File: src/rtl/modea_calc_n.sv
// Multi-digit ASCII calculator: parses "A op B <Enter>", evaluates the result,
// converts it to decimal with double-dabble and streams it with CR LF over a ready/send handshake.
module modea_calc_n #(
  parameter int DIGITS = 4,
  parameter int OP_W   = 14
) (
  input  logic       clk,
  input  logic       rst,
  input  logic [7:0] ascii_in,
  input  logic       flag,
  input  logic       ready,
  output logic       send,
  output logic [7:0] ascii_out,
  output logic [2:0] state,
  output logic       error
);

  localparam int RES_W      = 2 * OP_W + 1;
  localparam int OUT_DIGITS = 2 * DIGITS;
  localparam int MAG_W      = RES_W - 1;
  localparam int BCD_W      = 4 * OUT_DIGITS;
  localparam int CNT_W      = $clog2(DIGITS + 1);
  localparam int CONV_W     = $clog2(RES_W);
  localparam int DIG_W      = (OUT_DIGITS > 1) ? $clog2(OUT_DIGITS) : 1;

  localparam logic [CNT_W-1:0]  CNT_MAX   = CNT_W'(DIGITS);
  localparam logic [CONV_W-1:0] CONV_LAST = CONV_W'(RES_W - 2);

  typedef enum logic [2:0] {
    S_IDLE = 3'd0,
    S_OPA  = 3'd1,
    S_OPB  = 3'd2,
    S_CALC = 3'd3,
    S_CONV = 3'd4,
    S_SEND = 3'd5,
    S_ERR  = 3'd6
  } state_t;

  typedef enum logic [1:0] {
    OP_ADD = 2'd0,
    OP_SUB = 2'd1,
    OP_MUL = 2'd2
  } op_t;

  typedef enum logic [2:0] {
    PH_SIGN = 3'd0,
    PH_DIG  = 3'd1,
    PH_E    = 3'd2,
    PH_CR   = 3'd3,
    PH_LF   = 3'd4
  } phase_t;

  state_t              state_q, state_d;
  op_t                 op_q, op_d;
  phase_t              phase_q, phase_d;
  logic [OP_W-1:0]     a_q, a_d;
  logic [OP_W-1:0]     b_q, b_d;
  logic [CNT_W-1:0]    cnt_q, cnt_d;
  logic                neg_q, neg_d;
  logic [MAG_W-1:0]    mag_q, mag_d;
  logic [BCD_W-1:0]    bcd_q, bcd_d;
  logic [CONV_W-1:0]   conv_cnt_q, conv_cnt_d;
  logic [DIG_W-1:0]    dig_q, dig_d;
  logic                send_q, send_d;
  logic [7:0]          ascii_out_q, ascii_out_d;
  logic                error_q, error_d;

  logic                is_digit, is_op, is_enter;
  logic [OP_W-1:0]     key_val;
  op_t                 key_op;
  logic signed [RES_W-1:0] a_ext, b_ext, res;
  logic                res_neg;
  logic [MAG_W-1:0]    res_mag;
  logic [BCD_W-1:0]    bcd_adj, bcd_shift;
  logic [DIG_W-1:0]    msd;
  logic [3:0]          cur_nib;
  logic [7:0]          tx_char;
  logic                fire;

  always_comb begin
    is_digit = (ascii_in >= 8'h30) && (ascii_in <= 8'h39);
    is_op    = (ascii_in == 8'h2B) || (ascii_in == 8'h2D) || (ascii_in == 8'h2A);
    is_enter = (ascii_in == 8'h0A) || (ascii_in == 8'h0D);
    key_val  = OP_W'(ascii_in[3:0]);
    if (ascii_in == 8'h2B)      key_op = OP_ADD;
    else if (ascii_in == 8'h2D) key_op = OP_SUB;
    else                        key_op = OP_MUL;
  end

  // Operands are unsigned; the product of two OP_W values never reaches the sign bit.
  always_comb begin
    a_ext = $signed({{(RES_W - OP_W){1'b0}}, a_q});
    b_ext = $signed({{(RES_W - OP_W){1'b0}}, b_q});
    case (op_q)
      OP_SUB:  res = a_ext - b_ext;
      OP_MUL:  res = a_ext * b_ext;
      default: res = a_ext + b_ext;
    endcase
    res_neg = res[RES_W-1];
    res_mag = res_neg ? (~res[MAG_W-1:0]) + MAG_W'(1) : res[MAG_W-1:0];
  end

  always_comb begin
    bcd_adj = bcd_q;
    for (int unsigned i = 0; i < OUT_DIGITS; i++) begin
      if (bcd_adj[4*i +: 4] > 4'd4) bcd_adj[4*i +: 4] = bcd_adj[4*i +: 4] + 4'd3;
    end
    bcd_shift = {bcd_adj[BCD_W-2:0], mag_q[MAG_W-1]};
    // Highest non-zero digit of the finished BCD value; zero collapses to digit 0.
    msd = '0;
    for (int unsigned i = 0; i < OUT_DIGITS; i++) begin
      if (bcd_shift[4*i +: 4] != 4'd0) msd = DIG_W'(i);
    end
  end

  always_comb begin
    cur_nib = bcd_q[4*dig_q +: 4];
    case (phase_q)
      PH_SIGN: tx_char = 8'h2D;
      PH_DIG:  tx_char = {4'h3, cur_nib};
      PH_E:    tx_char = 8'h45;
      PH_CR:   tx_char = 8'h0D;
      PH_LF:   tx_char = 8'h0A;
      default: tx_char = 8'h00;
    endcase
    fire = ready && !send_q;
  end

  always_comb begin
    state_d     = state_q;
    op_d        = op_q;
    phase_d     = phase_q;
    a_d         = a_q;
    b_d         = b_q;
    cnt_d       = cnt_q;
    neg_d       = neg_q;
    mag_d       = mag_q;
    bcd_d       = bcd_q;
    conv_cnt_d  = conv_cnt_q;
    dig_d       = dig_q;
    send_d      = 1'b0;
    ascii_out_d = ascii_out_q;

    case (state_q)
      S_IDLE: begin
        if (flag && is_digit) begin
          a_d     = key_val;
          b_d     = '0;
          cnt_d   = CNT_W'(1);
          state_d = S_OPA;
        end
      end
      S_OPA: begin
        if (flag) begin
          if (is_digit) begin
            if (cnt_q == CNT_MAX) begin
              state_d = S_ERR;
            end else begin
              a_d   = a_q * OP_W'(10) + key_val;
              cnt_d = cnt_q + CNT_W'(1);
            end
          end else if (is_op) begin
            op_d    = key_op;
            b_d     = '0;
            cnt_d   = '0;
            state_d = S_OPB;
          end else if (is_enter) begin
            state_d = S_ERR;
          end
        end
      end
      S_OPB: begin
        if (flag) begin
          if (is_digit) begin
            if (cnt_q == CNT_MAX) begin
              state_d = S_ERR;
            end else begin
              b_d   = b_q * OP_W'(10) + key_val;
              cnt_d = cnt_q + CNT_W'(1);
            end
          end else if (is_enter) begin
            state_d = (cnt_q == '0) ? S_ERR : S_CALC;
          end else if (is_op) begin
            state_d = S_ERR;
          end
        end
      end
      S_CALC: begin
        neg_d      = res_neg;
        mag_d      = res_mag;
        bcd_d      = '0;
        conv_cnt_d = '0;
        state_d    = S_CONV;
      end
      S_CONV: begin
        bcd_d      = bcd_shift;
        mag_d      = {mag_q[MAG_W-2:0], 1'b0};
        conv_cnt_d = conv_cnt_q + CONV_W'(1);
        if (conv_cnt_q == CONV_LAST) begin
          dig_d   = msd;
          phase_d = neg_q ? PH_SIGN : PH_DIG;
          state_d = S_SEND;
        end
      end
      S_SEND, S_ERR: begin
        if (fire) begin
          send_d      = 1'b1;
          ascii_out_d = tx_char;
          case (phase_q)
            PH_SIGN: phase_d = PH_DIG;
            PH_DIG: begin
              if (dig_q == '0) phase_d = PH_CR;
              else             dig_d   = dig_q - DIG_W'(1);
            end
            PH_E:  phase_d = PH_CR;
            PH_CR: phase_d = PH_LF;
            default: begin
              a_d     = '0;
              b_d     = '0;
              cnt_d   = '0;
              state_d = S_IDLE;
            end
          endcase
        end
      end
      default: state_d = S_IDLE;
    endcase

    // Every path into ERR starts the error string at its first character.
    if (state_d == S_ERR && state_q != S_ERR) phase_d = PH_E;
    error_d = (state_d == S_ERR);
  end

  always_ff @(posedge clk or negedge rst) begin
    if (!rst) begin
      state_q     <= S_IDLE;
      op_q        <= OP_ADD;
      phase_q     <= PH_SIGN;
      a_q         <= '0;
      b_q         <= '0;
      cnt_q       <= '0;
      neg_q       <= 1'b0;
      mag_q       <= '0;
      bcd_q       <= '0;
      conv_cnt_q  <= '0;
      dig_q       <= '0;
      send_q      <= 1'b0;
      ascii_out_q <= '0;
      error_q     <= 1'b0;
    end else begin
      state_q     <= state_d;
      op_q        <= op_d;
      phase_q     <= phase_d;
      a_q         <= a_d;
      b_q         <= b_d;
      cnt_q       <= cnt_d;
      neg_q       <= neg_d;
      mag_q       <= mag_d;
      bcd_q       <= bcd_d;
      conv_cnt_q  <= conv_cnt_d;
      dig_q       <= dig_d;
      send_q      <= send_d;
      ascii_out_q <= ascii_out_d;
      error_q     <= error_d;
    end
  end

  assign send      = send_q;
  assign ascii_out = ascii_out_q;
  assign state     = state_q;
  assign error     = error_q;

endmodule

File: config.mk
export PLATFORM = sky130hd
export DESIGN_NAME = modea_calc_n
export DESIGN_NICKNAME = d
export VERILOG_FILES = /design/src/rtl/modea_calc_n.sv
export SDC_FILE = /design/constraint.sdc
export NUM_CORES = 1
export LEC_CHECK = 0
export BUFFER_PORTS_ARGS = -buffer_cell sky130_fd_sc_hd__buf_2
export CORE_MARGIN = 1.5
export CORE_UTILIZATION = 60
export DETAILED_ROUTE_END_ITERATION = 10
export PLACE_DENSITY = 0.78
export SYNTH_ARGS = -nofsm -noshare
export SYNTH_HDL_FRONTEND = slang
export SYNTH_SLANG_ARGS = --single-unit
export TNS_END_PERCENT = 10
File: constraint.sdc
create_clock -name clk -period 18.26 [get_ports clk]
set_clock_uncertainty 0.15 [all_clocks]
set_input_delay 3.652 -clock clk [delete_from_list [all_inputs] [get_ports clk]]
set_output_delay 3.652 -clock clk [all_outputs]
set_load 0.01 [all_outputs]
==> flow_summary.yaml <==
run_status:
  status: "finished, final reports clean"
detailed_routing:
  drt-total-wl_um: 41900
  drtPass1Iterations: 7
  routedWlPerCell_um: 19.0
  final_antenna_net_count: 0
  drc: 0
  via_per_inst: 6.29
  drt_iter0_drc: 1071
  vias: 13900
clock_network:
  cts_sinks: 117
  post_cts.repair.setup_buffers: 0
  cts_buffer_depth: 2
  post_cts_resize_count: 0
  clock_latency_ps: 440
  h-tree-depth: 4
  clk_pin_slew_ps: 70
  cts_made_buffers: 17
  cts_tree: "built"
  holdBufCountCts: 0
  cts_root_buf: "clkbuf_16"
global_routing:
  global_route.usage.total_pct: 30.9
  grt_max_degree: 64
  grt_antenna_before_repair: 0
  grt_pass1_vias: 14400
  grt_pass1_wl_um: 70100
  grt.overflow.total: 0
yosys:
  post-synth-top-area-cell: "fa_1"
  ys_warn_count: 0
  ys_seq_elements: 117
  ys_seq_area_share_pct: 17.9
  ys.flop_type: "dfrtp_1"
  yosys.area.top_type_share_pct: 18.0
  synthesis.area_mm2: 0.0164
  synthCells: 1880
  synth_edf_count: 0
  synth.net_count: 2219
  synthArstFlopShare_pct: 100
  synth_area_per_cell_um2: 8.72
  synth_cell_types: 99
  synthTopCellsByArea: "fa_1 (18%), dfrtp_1 (18%), ha_1 (14%)"
critical_path:
  path_class: "register to register"
  endpoint_kind: "register"
  path_max_fanout: 18
  required_ps: 18410
  arrival_ps: 7570
  start_kind: "register"
finish:
  post-route-util_pct: 64.2
  layout_common_cells: "inv_1 (239), nand2_1 (224), ha_1 (180), fa_1 (147), dfrtp_1 (117)"
  final_area_mm2: 0.0173
  final_common_cell: "inv_1"
  antenna_cells: 0
  instances_no_fill: 2204
  layout-drive-gt1-share_pct: 6.71
  area_growth_pct: 5.35
  final_nets: 2189
die:
  die_w_um: 168
  die-height_um: 168
  rows: 60
  core_mm2: 0.0269
  num_io_pins: 25
  start_util_pct: 61.0
  die-area_mm2: 0.0283
power_and_ir_drop:
  leakage_nw: 8.63
  ir_worst_vdd_uv: 77.3
  p_total_mw: 1.42
  pwr_density_cell_mw_per_mm2: 82.4
timing:
  finalSetupViolCount: 0
  timing.final.crit_period_ps: 7420
  worst_hold_slack_ps: 337
  slew_headroom_pct: 33.8
  fin_ws_ps: 10840
  rsz0062_at_grt: "false"
  fin_tns_setup_ps: 0
  finalHoldViolations: 0
  drv_slew: 0
  max_freq_mhz: 135
  worstMarginPinSlew_ps: 991
  fin_crit_sh_pct: 40.7
flow_run:
  cap_violations: 0
place:
  place_congestion: 0.930
  io_buffers: 23
  place_area_mm2: 0.0167
  dp_cells: 2172
  place_ws_ps: 10910
  dp_hpwl_um: 31500
hold_path:
  hold_class: "register to register"
metal layers:
metal / GRT usage, % / up-vias / routed length, µm / share of wire [%]
li1: - / 6353 / - / -
met1: 39.6 / 6872 / 17600 / 42
met2: 53.3 / 509 / 20500 / 49
met3: 3.53 / 122 / 2330 / 5.6
met4: 13.2 / 0 / 1510 / 3.6
met5: 0 / - / 0 / 0
cells in the mapped netlist (10+ instances only):
| master | count |
|---|---|
| inv_1 | 239 |
| nand2_1 | 224 |
| ha_1 | 180 |
| fa_1 | 147 |
| dfrtp_1 | 117 |
| a21oi_1 | 101 |
| o21ai_0 | 99 |
| and2_1 | 91 |
| nor2_1 | 78 |
| xnor2_1 | 61 |
| clkbuf_1 | 55 |
| xor2_1 | 31 |
| a21o_1 | 30 |
| nand2b_1 | 25 |
| nand3_1 | 24 |
| o22ai_1 | 22 |
| nor3_1 | 20 |
| o31ai_1 | 20 |
| a22oi_1 | 17 |
| and3_1 | 17 |
| nor2b_1 | 15 |
| mux2i_1 | 14 |
| a22o_1 | 12 |
| o211ai_1 | 12 |
| buf_1 | 11 |
| a31oi_1 | 10 |
| nand3b_1 | 10 |
worst max-delay path: stages, from the launching register on:
cell and delay, ps:
dfrtp_1 640, and2_1 320, fa_1 540, inv_1 60
fa_1 520, inv_1 50, fa_1 490, inv_1 50
fa_1 470, inv_1 60, fa_1 540, inv_1 60
fa_1 540, inv_1 70, ha_1 350, a211oi_1 540
a21oi_1 210, nand2_1 150, a31oi_1 140, xnor2_1 330
o221ai_1 220, nor4b_4 370, a211o_2 270, o211ai_2 100
power breakdown:
part           switching [mW]  internal, mW  total [mW]
clock network           0.147         0.207       0.354
logic                   0.392         0.266       0.659
registers               0.115         0.294       0.410
total                   0.655         0.768        1.42
cell type report:
type	count	area, µm²
inverter	242	908
clock inverter	15	180
sequential	117	2930
tap	341	427
timing repair buffer	31	178
fill	2253	9610
multi-input combinational	1441	12200
clock buffer	17	425
kinds of logic after synthesis:
kind of cell	share of synthesized area, %
AND/OR/NAND/NOR	17.6
AO/OA/AOI/OAI	17.7
adder cells (fa/ha/maj)	31.7
buffers and inverters	7.59
flip-flops	17.9
XOR/XNOR	5.19
multiplexers	2.30
other	0.0229
sequential cells by signal (all words and copies together), names as in the netlist, 3 cells and up:
| register | cells |
|---|---|
| phase_q | 3 |
| state | 3 |
| b_q | 14 |
| bcd_q | 32 |
| a_q | 14 |
| mag_q | 28 |
| conv_cnt_q | 5 |
| ascii_out | 7 |
| cnt_q | 3 |
| dig_q | 3 |
final timing paths:
check / start / slack, ps / cells after the start / endpoint
worst min register to register: ascii_out[0]$_DFFE_PN0P_ / 340 / 1 / ascii_out[0]$_DFFE_PN0P_
worst min-delay path: ascii_out[0]$_DFFE_PN0P_ / 340 / 1 / ascii_out[0]$_DFFE_PN0P_
min in group asynchronous: rst / 3120 / 1 / mag_q[5]$_DFFE_PN0P_
worst max register to register: b_q[4]$_DFFE_PN0P_ / 10840 / 23 / mag_q[16]$_DFFE_PN0P_
worst max-delay path: b_q[4]$_DFFE_PN0P_ / 10840 / 23 / mag_q[16]$_DFFE_PN0P_
max in group asynchronous: rst / 13520 / 2 / a_q[7]$_DFFE_PN0P_
Note: power is estimated with default switching activity, not from simulation.
